[config.mk]
export PLATFORM = sky130hd
export DESIGN_NAME = keypad_scanner
export DESIGN_NICKNAME = d
export VERILOG_FILES = /design/src/rtl/keypad_scanner_pkg.sv /design/src/rtl/keypad_scanner_sync2.sv /design/src/rtl/keypad_scanner.sv
export SDC_FILE = /design/constraint.sdc
export NUM_CORES = 1
export LEC_CHECK = 0
export ABC_AREA = 1
export CORE_UTILIZATION = 65
export CTS_BUF_LIST = sky130_fd_sc_hd__clkbuf_4
export DETAILED_ROUTE_END_ITERATION = 8
export MAX_ROUTING_LAYER = met4
export PLACE_DENSITY = 0.94
export SLEW_MARGIN = 5
export SYNTH_ARGS = -nofsm -noshare
export SYNTH_HDL_FRONTEND = slang
export SYNTH_SLANG_ARGS = --single-unit
[constraint.sdc]
create_clock -name clk -period 3.1 [get_ports clk]
set_input_delay 0.31 -clock clk [delete_from_list [all_inputs] [get_ports clk]]
set_output_delay 0.31 -clock clk [all_outputs]
set_load 0.05 [all_outputs]
[src/rtl/keypad_scanner_pkg.sv]
// Shared constants and helpers for the 4x4 keypad scanner.
// Column and row lines are active-low throughout.
package keypad_scanner_pkg;

   localparam logic [3:0] KEYPAD_COL_RESET   = 4'b1110;
   localparam logic [3:0] KEYPAD_NO_ROW      = 4'hF;

   localparam logic [1:0] KEYPAD_ST_SCAN     = 2'd0;
   localparam logic [1:0] KEYPAD_ST_DEBOUNCE = 2'd1;
   localparam logic [1:0] KEYPAD_ST_HELD     = 2'd2;

   function automatic logic [3:0] rotate_col(input logic [3:0] col);
      return {col[2:0], col[3]};
   endfunction

   // Priority pick: the lowest-numbered row that reads low wins.
   function automatic logic [1:0] lowest_low_row(input logic [3:0] rows);
      logic [1:0] idx;
      if (!rows[0]) begin
         idx = 2'd0;
      end else if (!rows[1]) begin
         idx = 2'd1;
      end else if (!rows[2]) begin
         idx = 2'd2;
      end else begin
         idx = 2'd3;
      end
      return idx;
   endfunction

   function automatic logic [1:0] col_index(input logic [3:0] col);
      logic [1:0] idx;
      case (col)
         4'b1110: idx = 2'd0;
         4'b1101: idx = 2'd1;
         4'b1011: idx = 2'd2;
         4'b0111: idx = 2'd3;
         default: idx = 2'd0;
      endcase
      return idx;
   endfunction

endpackage

[src/rtl/keypad_scanner_sync2.sv]
// Two-flop synchronizer for asynchronous board inputs; resets to all-ones
// so that idle pulled-up lines read as inactive.
module sync2 #(
   parameter int WIDTH = 4
) (
   input  logic             clk,
   input  logic             rst,
   input  logic [WIDTH-1:0] d,
   output logic [WIDTH-1:0] q
);

   logic [WIDTH-1:0] meta;

   // Two-stage capture of the asynchronous input.
   always_ff @(posedge clk or negedge rst) begin
      if (!rst) begin
         meta <= '1;
         q    <= '1;
      end else begin
         meta <= d;
         q    <= meta;
      end
   end

endmodule

[src/rtl/keypad_scanner.sv]
// 4x4 keypad scanner: rotates active-low column drive, debounces one key at a
// time and reports it as {row, col} with a single-cycle valid strobe.
module keypad_scanner
   import keypad_scanner_pkg::*;
#(
   parameter int SCAN_LIMIT     = 49999,
   parameter int DEBOUNCE_SCANS = 4
) (
   input  logic       clk,
   input  logic       rst,
   input  logic [3:0] row_n,
   output logic [3:0] col_sel,
   output logic [3:0] key_code,
   output logic       key_valid,
   output logic       key_held
);

   localparam int            DW        = (SCAN_LIMIT > 0) ? $clog2(SCAN_LIMIT + 1) : 1;
   localparam logic [DW-1:0] DWELL_MAX = DW'(SCAN_LIMIT);
   localparam logic [3:0]    DEB_MAX   = 4'(DEBOUNCE_SCANS);

   logic [3:0]    row_s;
   logic [DW-1:0] dwell;
   logic          sample;

   logic [1:0] state, state_nxt;
   logic [1:0] cand_row, cand_row_nxt;
   logic [1:0] cand_col, cand_col_nxt;
   logic [3:0] stable, stable_nxt, stable_inc;
   logic [3:0] rel, rel_nxt, rel_inc;
   logic [3:0] col_nxt, code_nxt;
   logic       valid_nxt, held_nxt;

   sync2 #(.WIDTH(4)) u_sync (
      .clk (clk),
      .rst (rst),
      .d   (row_n),
      .q   (row_s)
   );

   assign sample = (dwell == DWELL_MAX);

   // Dwell timer: one full period per column, rows read on its last cycle.
   always_ff @(posedge clk or negedge rst) begin
      if (!rst) begin
         dwell <= '0;
      end else if (sample) begin
         dwell <= '0;
      end else begin
         dwell <= dwell + DW'(1);
      end
   end

   // Next-state and output decode, evaluated only at sample points.
   always_comb begin
      state_nxt    = state;
      col_nxt      = col_sel;
      cand_row_nxt = cand_row;
      cand_col_nxt = cand_col;
      stable_nxt   = stable;
      rel_nxt      = rel;
      code_nxt     = key_code;
      valid_nxt    = 1'b0;
      held_nxt     = key_held;
      stable_inc   = (stable >= DEB_MAX) ? DEB_MAX : stable + 4'd1;
      rel_inc      = (rel >= DEB_MAX) ? DEB_MAX : rel + 4'd1;

      if (sample) begin
         case (state)
            KEYPAD_ST_SCAN: begin
               if (row_s == KEYPAD_NO_ROW) begin
                  col_nxt = rotate_col(col_sel);
               end else begin
                  cand_row_nxt = lowest_low_row(row_s);
                  cand_col_nxt = col_index(col_sel);
                  stable_nxt   = 4'd1;
                  rel_nxt      = 4'd0;
                  if (DEB_MAX == 4'd1) begin
                     code_nxt  = {lowest_low_row(row_s), col_index(col_sel)};
                     valid_nxt = 1'b1;
                     held_nxt  = 1'b1;
                     state_nxt = KEYPAD_ST_HELD;
                  end else begin
                     state_nxt = KEYPAD_ST_DEBOUNCE;
                  end
               end
            end
            KEYPAD_ST_DEBOUNCE: begin
               if (!row_s[cand_row]) begin
                  stable_nxt = stable_inc;
                  if (stable_inc == DEB_MAX) begin
                     code_nxt  = {cand_row, cand_col};
                     valid_nxt = 1'b1;
                     held_nxt  = 1'b1;
                     rel_nxt   = 4'd0;
                     state_nxt = KEYPAD_ST_HELD;
                  end else begin
                     state_nxt = KEYPAD_ST_DEBOUNCE;
                  end
               end else begin
                  // Bounce or short tap: drop it silently and move on.
                  stable_nxt = 4'd0;
                  col_nxt    = rotate_col(col_sel);
                  state_nxt  = KEYPAD_ST_SCAN;
               end
            end
            KEYPAD_ST_HELD: begin
               if (row_s[cand_row]) begin
                  rel_nxt = rel_inc;
                  if (rel_inc == DEB_MAX) begin
                     held_nxt   = 1'b0;
                     rel_nxt    = 4'd0;
                     stable_nxt = 4'd0;
                     col_nxt    = rotate_col(col_sel);
                     state_nxt  = KEYPAD_ST_SCAN;
                  end else begin
                     state_nxt = KEYPAD_ST_HELD;
                  end
               end else begin
                  rel_nxt = 4'd0;
               end
            end
            default: begin
               held_nxt   = 1'b0;
               stable_nxt = 4'd0;
               rel_nxt    = 4'd0;
               col_nxt    = KEYPAD_COL_RESET;
               state_nxt  = KEYPAD_ST_SCAN;
            end
         endcase
      end else begin
         state_nxt = state;
      end
   end

   // FSM state and registered outputs.
   always_ff @(posedge clk or negedge rst) begin
      if (!rst) begin
         state     <= KEYPAD_ST_SCAN;
         col_sel   <= KEYPAD_COL_RESET;
         cand_row  <= 2'd0;
         cand_col  <= 2'd0;
         stable    <= 4'd0;
         rel       <= 4'd0;
         key_code  <= 4'd0;
         key_valid <= 1'b0;
         key_held  <= 1'b0;
      end else begin
         state     <= state_nxt;
         col_sel   <= col_nxt;
         cand_row  <= cand_row_nxt;
         cand_col  <= cand_col_nxt;
         stable    <= stable_nxt;
         rel       <= rel_nxt;
         key_code  <= code_nxt;
         key_valid <= valid_nxt;
         key_held  <= held_nxt;
      end
   end

endmodule

==> run_results.csv <==
group,metric,value,unit
synth,yosys-top-cells-count,"nand2_1, inv_1, dfrtp_1",
floorplan,fp.coreArea,0.00344,mm2
drt,drtIter0Drc,171,
worst_setup_path,reg2regPathDepth,10,
synth,synth_compound_area_share,6.41,%
sta,fin_tns_setup,0,ns
worst_setup_path,worstPathCellList,"clkdlybuf4s50_1",
clocking,clock-sinks,48,
synth,synth_cells,299,
clocking,cts_buffer_depth,2,
worst_setup_path,end_kind,"output pin",
synth,muxShareOfSynthArea,0,%
worst_setup_path,cp.depth,1,
synth,synth.most_common_cell,"nand2_1",
worst_setup_path,cp.arrival,1.76,ns
synth,syn_nets,308,
grt,grt_pass1_vias,1929,
sta,hold_violations,0,
synth,synth.avg_cell_area,8.03,um2
clocking,cts_tree,"built",
floorplan,die_y,62.8,um
layout,drive_above_1_share,15.8,%
clocking,postCtsSetupBuffers,0,
clocking,insertion_delay,0.37,ns
layout,n_antenna_cell,0,
run,drv_cap,0,
drt,vias,1912,
drt,dr.pass1.iters,4,
power_and_ir_drop,power,960,uW
synth,synth_ff_type,"dfrtp_1",
floorplan,rows,21,
power_and_ir_drop,p_leak,0.00135,uW
worst_setup_path,crit_family,"buffers and inverters",
worst_setup_path,crit_required,2.79,ns
sta,fin_crit_sh,66.7,%
synth,synth.yosys.warnings,0,
synth,async_flop_share,100,%
grt,grt_pass1_wl,8230,um
worst_setup_path,cp-start-kind,"register",
sta,fmax,483,MHz
synth,synth-adder-area-share,1.56,%
floorplan,pin_count,16,
place,dp_hpwl,3520,um
drt,drcViolationCount,0,
layout,synthToLayoutAreaGrowth,10.8,%
power_and_ir_drop,ir_drop,311,uV
floorplan,start_util,69.8,%
clocking,clk_pin_slew,0.14,ns
sta,relSlewSlack,31.8,%
clocking,cts_resized,0,
drt,drt_wl_total,4680,um
synth,ys_top_cells_by_area,"dfrtp_1, nand2_1, dfstp_2",
worst_setup_path,path_class,"register to output pin",
drt,wl_per_cell,12.7,um
power_and_ir_drop,p_per_area,361,mW/mm2
synth,mappedNetlistArea,0.00240,mm2
grt,grt_max_degree,49,
min_path,hold_class,"input pin to async pin",
sta,skew,0.0123,ns
floorplan,die_w,62.8,um
synth,synth-simple-area-share,31.8,%
synth,synth_top_family_by_area,"simple AND/OR/NAND/NOR gates",
status,run_status,"finished clean",
synth,synth_area_leader_cell,"dfrtp_1",
synth,synth_top_area_share,38.5,%
layout,regArea,0.00121,mm2
synth,synth_edf_count,0,
place,place_congestion,0.829,
synth,ys_seq_area_share,50.6,%
grt,antenna_found_initial,0,
layout,fin_nets,330,
grt,groute.usage.overall,28.4,%
synth,synth_cell_types,26,
clocking,cts_buffers,5,
sta,slew_viol_final,0,
synth,synth_xor_area_share,2.55,%
drt,viasPerCell,5.20,
sta,worst_pin_slew,1.02,ns
clocking,holdBufCountCts,0,
synth,ys_seq_elements,48,
worst_setup_path,crit_buf_inv,1,
clocking,cts_root_buf,"clkbuf_4",
worst_setup_path,path_max_fanout,4,
layout,fillCellCount,258,
grt,grt_overflow,0,
sta,rsz0062_at_grt,"false",
place,portBuffers,15,
sta,post-route-min-period,2.07,ns
worst_setup_path,critPathSlowestCell,"clkdlybuf4s50_1",
worst_setup_path,critPathMaxStageDelay,0.81,ns
clocking,htree_num_levels,2,
floorplan,dieArea,0.00394,mm2
sta,setup_viol,0,
layout,multi_input_area,0.00102,mm2
drt,drtAntennaViolNets,0,
where the power goes:
| part | leakage (uW) | switching (uW) | internal, uW |
|---|---|---|---|
| clock network | 0.0000361 | 190 | 106 |
| logic | 0.000697 | 17.7 | 7.29 |
| registers | 0.000618 | 2.93 | 636 |
| total | 0.00135 | 211 | 749 |
per-stage QoR:
stage / hold slack [ns] / instances / instance area [um2] / util (%) / setup WS [ns]
global route: 0.191 / 368 / 2660 / 77.4 / 0.991
detailed placement: 0.347 / 360 / 2610 / 75.7 / 1.44
global placement: 0.345 / 360 / 2610 / 75.7 / 1.47
floorplan: 0.0144 / 299 / 2400 / - / 1.59
finish: 0.0983 / 368 / 2660 / 77.4 / 1.03
CTS: 0.123 / 368 / 2660 / 77.4 / 1.02
state kept, by name, summed over array words and instances (netlist names):
| name | flops |
|---|---|
| rel | 4 |
| key_held | 1 |
| stable | 4 |
| col_sel | 4 |
| key_valid | 1 |
| u_sync.q | 4 |
| cand_col | 2 |
| key_code | 4 |
| dwell | 16 |
| cand_row | 2 |
| state | 2 |
| u_sync.meta | 4 |
cells in the final DEF (no fill, tap or decap), types with 3 or more instances in the layout:
master / instances
dfrtp_1: 37
nand2_2: 7
dfstp_2: 11
ha_1: 3
xor2_1: 7
nand3_1: 18
inv_2: 5
inv_1: 39
a21oi_1: 6
o21ai_1: 8
nand2_1: 89
clkdlybuf4s50_1: 14
o21ai_0: 11
nor3_1: 4
clkbuf_4: 7
nor2_1: 30
nor2_2: 11
worst paths after layout:
path | startpoint | endpoint | slack, ns
max | col_sel[2]$_DFFE_PN1P_ | col_sel[2] | 1.03
min | rst | dwell[3]$_DFF_PN0_ | 0.1
max reg2reg | dwell[0]$_DFF_PN0_ | key_held$_DFFE_PN0P_ | 1.38
min reg2reg | u_sync.meta[3]$_DFF_PN1_ | u_sync.q[3]$_DFF_PN1_ | 0.36
max in group asynchronous | rst | cand_row[1]$_DFFE_PN0P_ | 2.37
min in group clk | row_n[1] | u_sync.meta[1]$_DFF_PN1_ | 0.34
kinds of logic (layout without fill, tap and decap cells):
logic type	after synthesis	count (layout)
adder cells (fa/ha/maj)	3	3
XOR/XNOR	7	7
AO/OA/AOI/OAI	29	29
flip-flops	48	48
buffers and inverters	45	68
AND/OR/NAND/NOR	167	167
area by class of cell:
| class | count | share of cell area, % |
|---|---|---|
| multi-input combinational | 206 | 38.2 |
| clock buffer | 7 | 1.97 |
| tap | 46 | 2.16 |
| timing repair buffer | 15 | 5.45 |
| clock inverter | 1 | 0.188 |
| inverter | 45 | 6.44 |
| sequential | 48 | 45.6 |
layer usage:
metal / global-route usage, % / part of all wire (%) / wire [um] / vias to the layer above
met5: - / 0 / 0 / -
met4: 9.59 / 1.8 / 86 / 0
met3: 6.02 / 3.5 / 162 / 8
met2: 49.5 / 53 / 2460 / 36
met1: 32.3 / 42 / 1970 / 901
li1: - / - / - / 967
No activity file was read; power rests on OpenSTA's default activity.
